`src/rtl/hmmm_pkg.sv`:
```
// Shared types and field positions for the hmmm_core processor.
package hmmm_pkg;

    localparam int INSTR_W = 16;
    localparam int FIELD_W = 4;
    localparam int OP_LSB  = 12;
    localparam int RX_LSB  = 8;
    localparam int RY_LSB  = 4;
    localparam int RZ_LSB  = 0;
    localparam int IMM_W   = 8;

    typedef enum logic [3:0] {
        OP_HALT   = 4'h0,
        OP_SETN   = 4'h1,
        OP_LOADR  = 4'h2,
        OP_STORER = 4'h3,
        OP_ADD    = 4'h4,
        OP_SUB    = 4'h5,
        OP_MUL    = 4'h6,
        OP_ADDN   = 4'h7,
        OP_JUMPN  = 4'h8,
        OP_JUMPR  = 4'h9,
        OP_JEQZN  = 4'hA,
        OP_JNEZN  = 4'hB,
        OP_JGTZN  = 4'hC,
        OP_JLTZN  = 4'hD,
        OP_CALLN  = 4'hE,
        OP_NOP    = 4'hF
    } opcode_e;

    typedef enum logic [1:0] {
        FETCH = 2'd0,
        EXEC  = 2'd1,
        MEM   = 2'd2,
        HALT  = 2'd3
    } state_e;

    // Three-register ALU ops read rY and rZ; everything else needs rX on port B.
    function automatic logic uses_rz(input opcode_e op);
        return op inside {OP_ADD, OP_SUB, OP_MUL};
    endfunction

    // Ops that write rX at the end of EXEC (loadr writes in MEM instead).
    function automatic logic writes_rx(input opcode_e op);
        return op inside {OP_SETN, OP_ADD, OP_SUB, OP_MUL, OP_ADDN, OP_CALLN};
    endfunction

endpackage

```
`src/rtl/hmmm_regfile.sv`:
```
// Register file: two combinational read ports, one synchronous write port,
// r0 hardwired to zero.
module hmmm_regfile #(
    parameter  int DATA_W = 8,
    parameter  int NREGS  = 8,
    localparam int IDX_W  = $clog2(NREGS)
) (
    input  logic              clk,
    input  logic              reset,
    input  logic [IDX_W-1:0]  raddr_a,
    output logic [DATA_W-1:0] rdata_a,
    input  logic [IDX_W-1:0]  raddr_b,
    output logic [DATA_W-1:0] rdata_b,
    input  logic              we,
    input  logic [IDX_W-1:0]  waddr,
    input  logic [DATA_W-1:0] wdata
);

    logic [DATA_W-1:0] regs [NREGS];

    // Storage update; writes aimed at r0 are dropped so it stays zero.
    always_ff @(posedge clk or negedge reset) begin
        if (!reset) begin
            for (int i = 0; i < NREGS; i++) begin
                regs[i] <= '0;
            end
        end else if (we && (waddr != '0)) begin
            regs[waddr] <= wdata;
        end
    end

    assign rdata_a = (raddr_a == '0) ? '0 : regs[raddr_a];
    assign rdata_b = (raddr_b == '0) ? '0 : regs[raddr_b];

endmodule

```
`src/rtl/hmmm_core.sv`:
```
// hmmm_core: multi-cycle HMMM processor with a single stallable memory port.
//
// state | meaning
// FETCH | request instruction at PC, latch IR when memory is ready
// EXEC  | decode/execute; ALU, branch, call and nop retire here
// MEM   | loadr/storer data access at address rY, retires on ready
// HALT  | terminal, no requests; only reset leaves
module hmmm_core
    import hmmm_pkg::*;
#(
    parameter int DATA_W = 8,
    parameter int ADDR_W = 8,
    parameter int NREGS  = 8
) (
    input  logic               clk,
    input  logic               reset,
    output logic               mem_req,
    output logic               mem_we,
    output logic [ADDR_W-1:0]  mem_addr,
    output logic [DATA_W-1:0]  mem_wdata,
    input  logic [INSTR_W-1:0] mem_rdata,
    input  logic               mem_ready,
    output logic               instr_done,
    output logic               halted
);

    localparam int IDX_W = $clog2(NREGS);

    state_e              state, state_nxt;
    logic [ADDR_W-1:0]   pc, pc_nxt, pc_inc, pc_exec;
    logic [ADDR_W-1:0]   imm_addr;
    logic [INSTR_W-1:0]  ir, ir_nxt;
    opcode_e             op;

    logic [IDX_W-1:0]    rx_idx, ry_idx, rz_idx, raddr_b;
    logic [DATA_W-1:0]   rd_a, rd_b;
    logic [DATA_W-1:0]   imm_data, alu_res;
    logic                br_taken;

    logic                rf_we;
    logic [DATA_W-1:0]   rf_wdata;
    logic                req_int;
    logic                unused_ir;

    assign op       = opcode_e'(ir[OP_LSB +: FIELD_W]);
    assign rx_idx   = ir[RX_LSB +: IDX_W];
    assign ry_idx   = ir[RY_LSB +: IDX_W];
    assign rz_idx   = ir[RZ_LSB +: IDX_W];
    // Register fields are wider than the index when NREGS < 16; upper bits are ignored.
    assign unused_ir = ^ir;

    assign pc_inc   = pc + ADDR_W'(1);
    assign imm_addr = ADDR_W'(ir[IMM_W-1:0]);
    assign imm_data = DATA_W'($signed(ir[IMM_W-1:0]));

    // Port A always carries rY. Port B carries rZ for three-register ALU ops
    // and rX otherwise (setn/addn/branches/jumpr/calln/loadr/storer).
    assign raddr_b = uses_rz(op) ? rz_idx : rx_idx;

    hmmm_regfile #(
        .DATA_W (DATA_W),
        .NREGS  (NREGS)
    ) u_regfile (
        .clk     (clk),
        .reset   (reset),
        .raddr_a (ry_idx),
        .rdata_a (rd_a),
        .raddr_b (raddr_b),
        .rdata_b (rd_b),
        .we      (rf_we),
        .waddr   (rx_idx),
        .wdata   (rf_wdata)
    );

    // ALU result for every op that writes rX in EXEC.
    always_comb begin
        alu_res = '0;
        case (op)
            OP_SETN:  alu_res = imm_data;
            OP_ADD:   alu_res = rd_a + rd_b;
            OP_SUB:   alu_res = rd_a - rd_b;
            OP_MUL:   alu_res = rd_a * rd_b;
            OP_ADDN:  alu_res = rd_b + imm_data;
            OP_CALLN: alu_res = DATA_W'(pc_inc);
            default:  alu_res = '0;
        endcase
    end

    // Branch condition on rX and the PC that EXEC hands to the next fetch.
    always_comb begin
        br_taken = 1'b0;
        case (op)
            OP_JEQZN: br_taken = (rd_b == '0);
            OP_JNEZN: br_taken = (rd_b != '0);
            OP_JGTZN: br_taken = !rd_b[DATA_W-1] && (rd_b != '0);
            OP_JLTZN: br_taken = rd_b[DATA_W-1];
            default:  br_taken = 1'b0;
        endcase

        pc_exec = pc_inc;
        case (op)
            OP_JUMPN, OP_CALLN:                    pc_exec = imm_addr;
            OP_JUMPR:                              pc_exec = ADDR_W'(rd_b);
            OP_JEQZN, OP_JNEZN, OP_JGTZN, OP_JLTZN: pc_exec = br_taken ? imm_addr : pc_inc;
            default:                               pc_exec = pc_inc;
        endcase
    end

    // Next-state, register write control and memory port drive.
    always_comb begin
        state_nxt  = state;
        pc_nxt     = pc;
        ir_nxt     = ir;
        rf_we      = 1'b0;
        rf_wdata   = alu_res;
        instr_done = 1'b0;
        halted     = 1'b0;
        req_int    = 1'b0;
        mem_we     = 1'b0;
        mem_addr   = '0;
        mem_wdata  = '0;

        case (state)
            FETCH: begin
                req_int  = 1'b1;
                mem_addr = pc;
                if (mem_ready) begin
                    ir_nxt    = mem_rdata;
                    state_nxt = EXEC;
                end
            end

            EXEC: begin
                case (op)
                    // halt retires too, but leaves PC where it is
                    OP_HALT: begin
                        instr_done = 1'b1;
                        state_nxt  = HALT;
                    end
                    OP_LOADR, OP_STORER: begin
                        state_nxt = MEM;
                    end
                    default: begin
                        instr_done = 1'b1;
                        rf_we      = writes_rx(op);
                        pc_nxt     = pc_exec;
                        state_nxt  = FETCH;
                    end
                endcase
            end

            MEM: begin
                req_int   = 1'b1;
                mem_we    = (op == OP_STORER);
                mem_addr  = ADDR_W'(rd_a);
                mem_wdata = rd_b;
                if (mem_ready) begin
                    rf_we      = (op == OP_LOADR);
                    rf_wdata   = mem_rdata[DATA_W-1:0];
                    instr_done = 1'b1;
                    pc_nxt     = pc_inc;
                    state_nxt  = FETCH;
                end
            end

            HALT: begin
                halted = 1'b1;
            end

            default: begin
                state_nxt = FETCH;
            end
        endcase
    end

    // The request is masked by reset directly so it drops the moment reset
    // asserts, even mid-transaction, rather than waiting for a clock edge.
    assign mem_req = req_int & reset;

    // Architectural state: FSM, program counter, instruction register.
    always_ff @(posedge clk or negedge reset) begin
        if (!reset) begin
            state <= FETCH;
            pc    <= '0;
            ir    <= '0;
        end else begin
            state <= state_nxt;
            pc    <= pc_nxt;
            ir    <= ir_nxt;
        end
    end

endmodule

```
`config.mk`:
```
export PLATFORM = sky130hd
export DESIGN_NAME = hmmm_core
export DESIGN_NICKNAME = d
export VERILOG_FILES = /design/src/rtl/hmmm_pkg.sv /design/src/rtl/hmmm_regfile.sv /design/src/rtl/hmmm_core.sv
export SDC_FILE = /design/constraint.sdc
export NUM_CORES = 1
export LEC_CHECK = 0
export CAP_MARGIN = 20
export CORE_UTILIZATION = 65
export CTS_BUF_LIST = sky130_fd_sc_hd__clkbuf_16
export DETAILED_ROUTE_END_ITERATION = 8
export PLACE_DENSITY = 0.82
export SETUP_SLACK_MARGIN = 0.3
export SLEW_MARGIN = 10
export SYNTH_ARGS = -nofsm -noshare
export SYNTH_HDL_FRONTEND = slang
export SYNTH_SLANG_ARGS = --single-unit
```
`constraint.sdc`:
```
create_clock -name clk -period 13.9 [get_ports clk]
set_input_delay 1.39 -clock clk [delete_from_list [all_inputs] [get_ports clk]]
set_output_delay 1.39 -clock clk [all_outputs]
set_load 0.02 [all_outputs]
```
== After elaboration in Yosys (flattened, before gate mapping) ==
Cells that the tools add are included.

* Order comparisons: 4
* Bitwise gates (word level): 4
* $mul: 1
* Reductions and logical operators: 23
* Multiplexer cells: 36
* Shifts and indexed selects: 0
* Add/sub/neg operators: 4
* Div/mod/pow operators: 0
* Eq/ne operators: 20

{| class="wikitable"
|+ Operators by type and width
! operator !! number
|-
| 8-bit two-way mux || 13
|-
| 64-bit bitwise mux || 1
|-
| 8-bit binary-select mux with 3-bit select || 2
|-
| 8-bit one-hot mux with 6 select lines || 1
|-
| 8-bit one-hot mux with 2 select lines || 2
|-
| 4-bit == test, second input constant || 7
|-
| 8-bit demux with 3-bit select || 1
|-
| 8-bit one-hot mux with 3 select lines || 1
|-
| 8-bit adder || 2
|-
| 4-bit by 3-bit == test with 1-bit output, second input constant || 4
|-
| 4-bit >= comparator, second input constant || 3
|-
| 3-bit NOT with 4-bit output || 3
|-
| 3-bit nonzero test || 3
|-
| 8-bit by 1-bit adder with 8-bit output, second input constant || 1
|-
| 4-bit by 2-bit == test with 1-bit output, second input constant || 2
|-
| 8-bit zero test || 1
|-
| 8-bit by 8-bit multiplier with 8-bit output || 1
|-
| 8-bit nonzero test || 1
|-
| 8-bit subtractor || 1
|-
| 1-bit two-way mux || 7
|-
| 3-bit zero test || 2
|-
| 2-bit != test, second input constant || 3
|-
| 2-bit one-hot mux with 3 select lines || 1
|-
| 3-bit AND reduction || 2
|-
| 20 further kinds || 27
|}

* Bits in registers: 90
* Latch bits: 0
* ROM bits: 0
* Output and inout bits: 20
* Bits in writable memories: 0
* Memories: 0
* Word-level logic and storage cells: 103

== Depth between registers and ports, before layout ==
* Depth after elaboration: 15
* Depth in mapped cells: 27
* Depth with buffers taken out: 23

== By module ==
Synthesis repeated with hierarchy kept, for this count alone.

* Cells, all modules: 676
* Area total of the unflattened synthesis: 6,909.1 µm²

{| class="wikitable"
|+ Modules (own cells, without submodules)
! module !! sequential area each (µm²) !! area an instance (µm²) !! cells an instance !! times used
|-
| hmmm_core || 625.6 || 3,718.6 || 438 || 1
|-
| hmmm_regfile || 1,401.3 || 3,190.6 || 238 || 1
|}

== Least setup slack after synthesis ==
Ideal clock, no wire load.

* Path kind: register to register
* Start point: reg ir[14]
* End point: reg u_regfile.regs[31] in the netlist's numbering
* Setup time: 67 ps
* Cell stages (with the launch flop): 25
* Data arrival time: 5,784 ps
* Setup slack: 8,050 ps
* Path through: dfrtp_1 -> nor2b_1 -> buf_2 -> and3_1 -> nor2_2 -> a2111oi_0 -> or4_1 -> buf_2 -> inv_1 -> nand2_1 -> fa_1 -> fa_1 -> inv_1 -> fa_1 -> inv_1 -> fa_1 -> inv_1 -> ha_1 -> a21oi_1 -> xnor2_1 -> xnor2_1 -> xnor3_1 -> xnor3_1 -> o21bai_2 -> mux2_2

* Longest elaborated chain between the ends: 13

{| class="wikitable"
|+ Ends and longest elaborated chain
! item !! line !! source
|-
| start: declaration || hmmm_core.sv:32 || <nowiki>logic [INSTR_W-1:0] ir, ir_nxt;</nowiki>
|-
| start signal: assignment || hmmm_core.sv:189 || <nowiki>ir <= ir_nxt;</nowiki>
|-
| 4-bit by 3-bit == test with 1-bit output || hmmm_pkg.sv:40, hmmm_pkg.sv:45, hmmm_core.sv:78 ||
|-
| 3-bit nonzero test || hmmm_pkg.sv:40 || <nowiki>return op inside {OP_ADD, OP_SUB, OP_MUL};</nowiki>
|-
| 3-bit two-way mux || hmmm_core.sv:58 || <nowiki>assign raddr_b = uses_rz(op) ? rz_idx : rx_idx;</nowiki>
|-
| 3-bit NOT with 4-bit output (implied by the code) || hmmm_regfile.sv:33 || <nowiki>assign rdata_b = (raddr_b == '0) ? '0 : regs[raddr_b];</nowiki>
|-
| 8-bit binary-select mux with 3-bit select || hmmm_regfile.sv:33 ||
|-
| 8-bit two-way mux (implied by the code) (2 in series) || hmmm_regfile.sv:33 ||
|-
| 8-bit two-way mux || hmmm_regfile.sv:33 ||
|-
| 8-bit by 8-bit multiplier with 8-bit output, or another cell as far along || hmmm_core.sv:82 || <nowiki>OP_MUL: alu_res = rd_a * rd_b;</nowiki>
|-
| 8-bit one-hot mux with 6 select lines || hmmm_core.sv:78 || <nowiki>case (op)</nowiki>
|-
| 8-bit two-way mux || hmmm_core.sv:157 || <nowiki>if (mem_ready) begin</nowiki>
|-
| 8-bit two-way mux || hmmm_core.sv:123 || <nowiki>case (state)</nowiki>
|-
| 64-bit bitwise mux || hmmm_regfile.sv:28 || <nowiki>regs[waddr] <= wdata;</nowiki>
|-
| end signal: indexed assignment || hmmm_regfile.sv:28 ||
|-
| end: declaration || hmmm_regfile.sv:19 || <nowiki>logic [DATA_W-1:0] regs [NREGS];</nowiki>
|}

Parallel ways exist; a longest one is shown, timed or not. The select of a mux whose other input is x is not followed.
A chain may end at the register's enable or synchronous reset.

== Final worst setup path ==
* Start point: reg ir[13]
* End point: reg u_regfile.regs[39] in the netlist's numbering

Same word-level chain as after synthesis.

==> flow_metrics.py <==
metrics = {
    "outcome": {
        "status": "finished clean",
    },
    "power_and_ir_drop": {
        "cellLeakagePower_nw": 3.585,
        "power_density_nw_per_um2": 249.3,
        "p_seq_share_pct": 21.9,
        "p_comb_share_pct": 65.5,
        "pwr-share-clk_pct": 12.6,
        "switchingPower_w": 0.001072,
        "ir_drop_uv": 138.8,
        "internal-power_w": 0.0009612,
        "switching_share_pct": 52.73,
    },
    "placement": {
        "portBuffers": 37,
        "placed_area_um2": 7846,
        "dp_hpwl_um": 16480,
        "place_congestion": 1.011,
    },
    "logic_synthesis": {
        "yosysUniqueCellTypes": 82,
        "yosys_register_bits": 81,
        "synth_compound_gate_area_share_pct": 20.01,
        "synth-simple-area-share_pct": 17.97,
        "async_flop_share_pct": 100.0,
        "synthDominantCellAreaShare_pct": 27.26,
        "avgSynthCellArea_um2": 8.895,
        "yosysSeqAreaShare_pct": 27.26,
        "synth_nets": 908,
        "yosys.area_share.xor_xnor_pct": 4.207,
        "ys_top_cells_by_area": "dfrtp_1, mux2_2, ha_1",
        "synthAdderAreaFrac_pct": 10.33,
        "synth_top_family_by_area": "compound AO/OA/AOI/OAI gates",
        "synthMuxAreaShare_pct": 14.79,
        "synth_edf_count": 0,
        "synth_top_cell_by_area": "dfrtp_1",
        "yosys_warnings": 0,
        "syn_area_um2": 7436,
        "synthCells": 836,
        "synthFlopType": "dfrtp_1",
    },
    "setup_path": {
        "critical-path-max-stage-delay_ns": 0.77,
        "cp.depth": 23,
        "crit_fanout": 27,
        "reg2reg_slack_ns": 6.01,
        "crit_family": "adder cells",
        "crit_end": "u_regfile.regs[39]",
        "path_buf_inv": 5,
        "path_cells": "nand2_1 > a21boi_1 > nor2_2 > a2111oi_0 > or4_1 > inv_1 > ha_1 > inv_1 > fa_1 > inv_1 > ha_1 > fa_1 > inv_1 > fa_1 > inv_1 > ha_1 > a21oi_1 > xnor2_1 > xnor2_1 > xnor3_1 > xnor3_1 > o21bai_2 > mux2_2",
        "r2r_end": "u_regfile.regs[39]",
        "arrival_ns": 8.18,
        "slowest_stage": "a21boi_1",
        "reg2reg_depth": 23,
        "path_class": "reg -> reg",
        "startpoint_type": "register",
        "setup.worst_path.end_class": "register",
        "crit_required_ns": 14.19,
        "r2r-start": "ir[13]",
        "critPathMostFrequentCell": "inv_1",
        "critPathLaunch": "ir[13]",
    },
    "timing": {
        "period_minus_slack_ns": 7.892,
        "drv_slew": 0,
        "slew-limit-headroom_pct": 28.98,
        "finClkSkew_ns": 0.01104,
        "rsz0062_at_grt": "no",
        "timing.fmax_mhz": 126.7,
        "finalSetupViolations": 0,
        "holdWs_ns": 0.5366,
        "setup-tns-final_ns": 0,
        "hold_viol_final": 0,
        "worstMarginPinSlew_ns": 1.054,
        "fin_crit_sh_pct": 56.78,
    },
    "global_routing": {
        "grt_usage_pct": 41.20,
        "antenna_found_initial": 0,
        "grt_start_max_net_pins": 49,
        "gr-total-overflow": 0,
        "grt_pass1_wl_um": 36500,
        "grt_pass1_vias": 6844,
    },
    "min_path": {
        "hold_class": "reg -> reg",
    },
    "layout": {
        "nets": 917,
        "final_common_cell": "dfrtp_1",
        "drive_gt1_share_pct": 15.41,
        "n_antenna_cell": 0,
        "final_cell_mix": "dfrtp_1, mux2_2, nand2_1",
        "area_growth_pct": 9.692,
        "fillers": 797,
        "postLayoutCellArea_um2": 8157,
    },
    "cts": {
        "post_cts_buffers": 0,
        "cts_buffers": 9,
        "htreeDepth": 3,
        "clk_pin_slew_ns": 0.07,
        "clock_latency_ns": 0.35,
        "cts-hold-fix-buffers": 0,
        "cts_root_buf": "clkbuf_16",
        "cts_resized": 0,
        "cts_tree": "done",
        "cts.sinks": 81,
        "clock_path_buffers": 2,
    },
    "route": {
        "drcViolationCount": 0,
        "vias": 7044,
        "drt-vias-per-instance": 7.115,
        "drt-total-wl_um": 23310,
        "ant_nets": 0,
        "initialDrtViolationCount": 892,
        "first_pass_iters": 6,
        "wl_per_cell_um": 23.54,
    },
    "floorplan": {
        "row_count": 38,
        "io_pins": 39,
        "die_w_um": 109.0,
        "die-area_um2": 11870,
        "start_util_pct": 67.70,
        "die_h_um": 109.0,
        "coreArea_um2": 10980,
    },
    "flow_run": {
        "maxCapViolations": 0,
    },
}
-- worst min path at each step --
stage	from	to	slack [ns]	depth (start not counted)
floorplan	u_regfile.regs[37]	u_regfile.regs[37]	0.49	1
global placement	u_regfile.regs[40]	u_regfile.regs[40]	0.50	1
detailed placement	u_regfile.regs[47]	u_regfile.regs[47]	0.52	1
CTS	u_regfile.regs[15]	u_regfile.regs[15]	0.54	1
global route	u_regfile.regs[47]	u_regfile.regs[47]	0.56	1
finish	u_regfile.regs[15]	u_regfile.regs[15]	0.54	1
-- state kept, by name (all words and copies together) (netlist names) --
| signal | flops |
|---|---|
| u_regfile.regs | 56 |
| ir | 15 |
| pc | 8 |
| state | 2 |
-- layout make-up --
cell class | instances | area [um2] | share of cell area [%]
clock buffer | 9 | 225.2 | 2.761
clock inverter | 7 | 85.08 | 1.043
inverter | 47 | 176.4 | 2.163
multi-input combinational | 657 | 5010 | 61.42
sequential | 81 | 2027 | 24.85
tap | 140 | 175.2 | 2.148
timing repair buffer | 49 | 457.9 | 5.614
-- Yosys cell counts (3+ instances only) --
master,number
xor2_1,11
or3_1,3
nor3_1,23
mux2i_1,3
clkbuf_1,35
o211ai_1,3
nor2_1,66
nand4_1,6
inv_1,45
mux2_2,79
buf_2,11
a311oi_1,8
nand2b_1,28
a22o_1,5
mux4_2,8
dfrtp_1,81
o2111ai_1,3
o21ai_0,39
nand2_1,72
a221oi_1,6
ha_1,39
xnor3_1,3
xnor2_1,17
nor2b_1,7
o22ai_1,11
a31oi_1,7
a21oi_1,44
nor3_2,4
a21o_1,6
fa_1,14
nand3_1,21
a211oi_1,20
o21a_1,4
o21ai_1,5
and2_1,8
o31ai_1,3
a22oi_1,15
and3_1,11
-- worst reg2reg max path, cell delays in order, from the launching register on --
cell and delay [ns]:
dfrtp_1 0.60, nand2_1 0.73, a21boi_1 0.78, nor2_2 0.19
a2111oi_0 0.51, or4_1 0.62, inv_1 0.18, ha_1 0.24
inv_1 0.07, fa_1 0.41, inv_1 0.07, ha_1 0.24
fa_1 0.53, inv_1 0.05, fa_1 0.52, inv_1 0.05
ha_1 0.32, a21oi_1 0.17, xnor2_1 0.22, xnor2_1 0.17
xnor3_1 0.26, xnor3_1 0.38, o21bai_2 0.28, mux2_2 0.22
-- metrics by stage --
stage | power [W] | util, % | worst slack (ns) | instances
CTS | 0.001985 | 74.27 | 6.214 | 990
floorplan | 0.001355 | - | 8.050 | 836
detailed placement | 0.001721 | 71.44 | 6.265 | 974
global route | 0.002137 | 74.27 | 5.691 | 990
global placement | 0.001685 | 71.44 | 6.349 | 974
finish | 0.002034 | 74.27 | 6.008 | 990
-- power groups by stage --
stage	sequential, W	clock, W	combinational, W
floorplan	0.000379	0	0.000976
global placement	0.000433	0	0.00125
detailed placement	0.000441	0	0.00128
CTS	0.000437	0.000257	0.00129
global route	0.000454	0.000266	0.00142
finish	0.000445	0.000256	0.00133
-- per-layer routing --
layer  track usage (%)  wire length, um  vias to the layer above
met1             53.26             8965                     3392
li1                  -                -                     3081
met4             21.91             1064                        0
met3             7.711             2263                       93
met2             65.45            11010                      478
met5                 0                0                        -
-- kinds of logic (layout without fill, tap and decap cells) --
logic type / count (synthesis) / count (layout)
adders and majority gates: 53 / 53
muxes: 90 / 90
and+or+nand+nor: 268 / 268
buffers and inverters: 98 / 112
DFF: 81 / 81
AOI/OAI and AO/OA: 215 / 215
xor gates and xnor gates: 31 / 31
No activity file was read; power rests on OpenSTA's default activity.
==> RTL edit (same settings) <==
`NREGS` is set to 8 in 2 places; all go to 16.
--- a/src/rtl/hmmm_regfile.sv
+++ b/src/rtl/hmmm_regfile.sv
@@ -2,7 +2,7 @@
 // r0 hardwired to zero.
 module hmmm_regfile #(
     parameter  int DATA_W = 8,
-    parameter  int NREGS  = 8,
+    parameter  int NREGS  = 16,
     localparam int IDX_W  = $clog2(NREGS)
 ) (
     input  logic              clk,
--- a/src/rtl/hmmm_core.sv
+++ b/src/rtl/hmmm_core.sv
@@ -10,7 +10,7 @@
 #(
     parameter int DATA_W = 8,
     parameter int ADDR_W = 8,
-    parameter int NREGS  = 8
+    parameter int NREGS  = 16
 ) (
     input  logic               clk,
     input  logic               reset,
Check against the original RTL: not equivalent (a bounded check fails within 10 cycles, from zero or initial values and one cycle with reset low).
==> RTL edit against the unedited design <==
  * Cell area rose by 47%
  * Non-clock buffer count rose by 19
  * Worst setup slack got worse by 0.45 ns
  * Via count rose by 38%
  * Sequential cell count rose by 71
  * Final cell count rose by 38%
  * Global-route usage fell by 0.54 points
  * Routed wire length rose by 39%
  * First-iteration DRC count rose by 66%
  * Area after synthesis rose by 45%
  * Utilization rose by 0.24 points
  * Highest routed layer unchanged
Power is not shown: default switching activity piles up to over one toggle a cycle in this logic, so the estimate is an artifact.
==> RTL edit: results (changes against the unedited design) <==
stage,metric,value,unit,change
cells_and_area,layout-drive-gt1-share,17.14,%,+1.7 points
cts,cts-resized-gates,0,,unchanged
drt,first_pass_iters,7,,+1
yosys,yosysSeqAreaShare,35.18,%,+7.9 points
cts,numCtsBuffers,17,,+8
global_route,grt_start_max_net_pins,83,,+69%
drt,wl_per_cell,23.61,microns,+0.27%
worst_hold_path,hp-class,reg2reg,,
cells_and_area,top_regs,"u_regfile.regs: 126 flops, ir: 16 flops, pc: 8 flops",,
global_route,grt_pass1_vias,9289,,+36%
place,dp_hpwl,21.94,mm,+33%
outcome,status,finished clean,,
place,gp_congestion,0.9609,,-5.0%
worst_hold_path,min_path_cells,0,,-1
cells_and_area,nets,1215,,+32%
place,portBuffers,38,,+2.7%
global_route,track_usage,40.66,%,-0.54 points
sta,slew_headroom,19.60,%,-9.4 points
yosys,synth_commonest_cells,"dfrtp_1 (152), nor2_1 (101), nand2_1 (95)",,
sta,fin_crit_sh,59.99,%,+3.2 points
worst_setup_path,arrival,8.72,ns,+0.54 ns
cts,clkLatencyLatePin,0.44,ns,+0.09 ns
worst_setup_path,path_max_fanout,34,,+26%
worst_setup_path,worst-r2r-cell-count,22,,-4.3%
sta,finClkSkew,0.009956,ns,-0.001082 ns
cts,clock_path_buffers,2,,unchanged
yosys,ys_top_cells_by_area,"dfrtp_1 (35%), mux2_2 (9.8%), mux4_2 (6.5%), ha_1 (4.5%), a21oi_1 (4.2%)",,
drt,drt_iter0_drc,1478,,+66%
yosys,synth_cell_types,65,,-21%
global_route,grt_pass1_wl,51.29,mm,+41%
[RTL edit: worst max-delay path: stages (launching register included)]
cell	delay, ns
dfrtp_1	0.63
nand2b_1	0.44
o21ai_2	0.24
buf_4	0.40
nand2_2	0.52
mux2i_1	0.26
a221o_1	0.48
nor3_1	0.83
inv_1	0.25
nor2_1	0.19
fa_1	0.19
inv_1	0.05
fa_1	0.53
inv_1	0.05
fa_1	0.47
inv_1	0.05
fa_1	0.53
inv_1	0.04
ha_1	0.31
xnor2_1	0.30
a221oi_1	0.15
a21oi_1	0.98
mux2_2	0.33
[RTL edit: area by class of cell]
class	count	area, sq um
clock buffers	17	425.4
clock inverters	14	197.7
fillers	1149	4094
inverters	43	161.4
multi-input cells	861	6477
flip-flops and latches	152	3805
well taps	216	270.3
repair buffers	68	626.9
[RTL edit: stage by stage]
stage | setup WS [ns] | hold slack [ns] | util [%] | area (sq um) | cells
6_report | 5.562 | 0.3787 | 74.51 | 11960 | 1371
5_1_grt | 5.223 | 0.3896 | 74.51 | 11960 | 1371
4_1_cts | 5.867 | 0.3788 | 74.29 | 11930 | 1369
3_5_place_dp | 5.881 | 0.3645 | 70.41 | 11310 | 1338
3_3_place_gp | 6.174 | 0.3628 | 70.41 | 11310 | 1338
2_1_floorplan | 7.736 | 0.4246 | - | 10810 | 1142
[RTL edit: kinds of logic (layout without fill, tap and decap cells)]
| family | Yosys count | in the layout | share of synthesized area, % |
|---|---|---|---|
| simple gates | 363 | 363 | 16.08 |
| compound gates | 269 | 269 | 15.81 |
| flops | 152 | 152 | 35.18 |
| mux | 144 | 144 | 18.01 |
| buf+inv | 129 | 142 | 4.976 |
| fa+ha+maj | 53 | 53 | 7.105 |
| xor+xnor | 32 | 32 | 2.847 |
[RTL edit: worst paths after layout]
kind | to | start | slack [ns]
max in group asynchronous | u_regfile.regs[21] | reset | 11.81
hold / removal | u_regfile.regs[122] | u_regfile.regs[122] | 0.38
hold reg to reg | u_regfile.regs[122] | u_regfile.regs[122] | 0.38
setup / recovery | u_regfile.regs[86] | ir[14] | 5.56
min in group asynchronous | ir[5] | reset | 0.97
setup reg to reg | u_regfile.regs[86] | ir[14] | 5.56
[RTL edit: per-layer routing]
| metal | up-vias | track usage [%] | routed length [microns] |
|---|---|---|---|
| met5 | - | 0 | 0 |
| met4 | 0 | 24.81 | 2077 |
| met3 | 195 | 10.83 | 3539 |
| met2 | 755 | 63.37 | 14770 |
| met1 | 4609 | 50.90 | 11980 |
| li1 | 4146 | - | - |
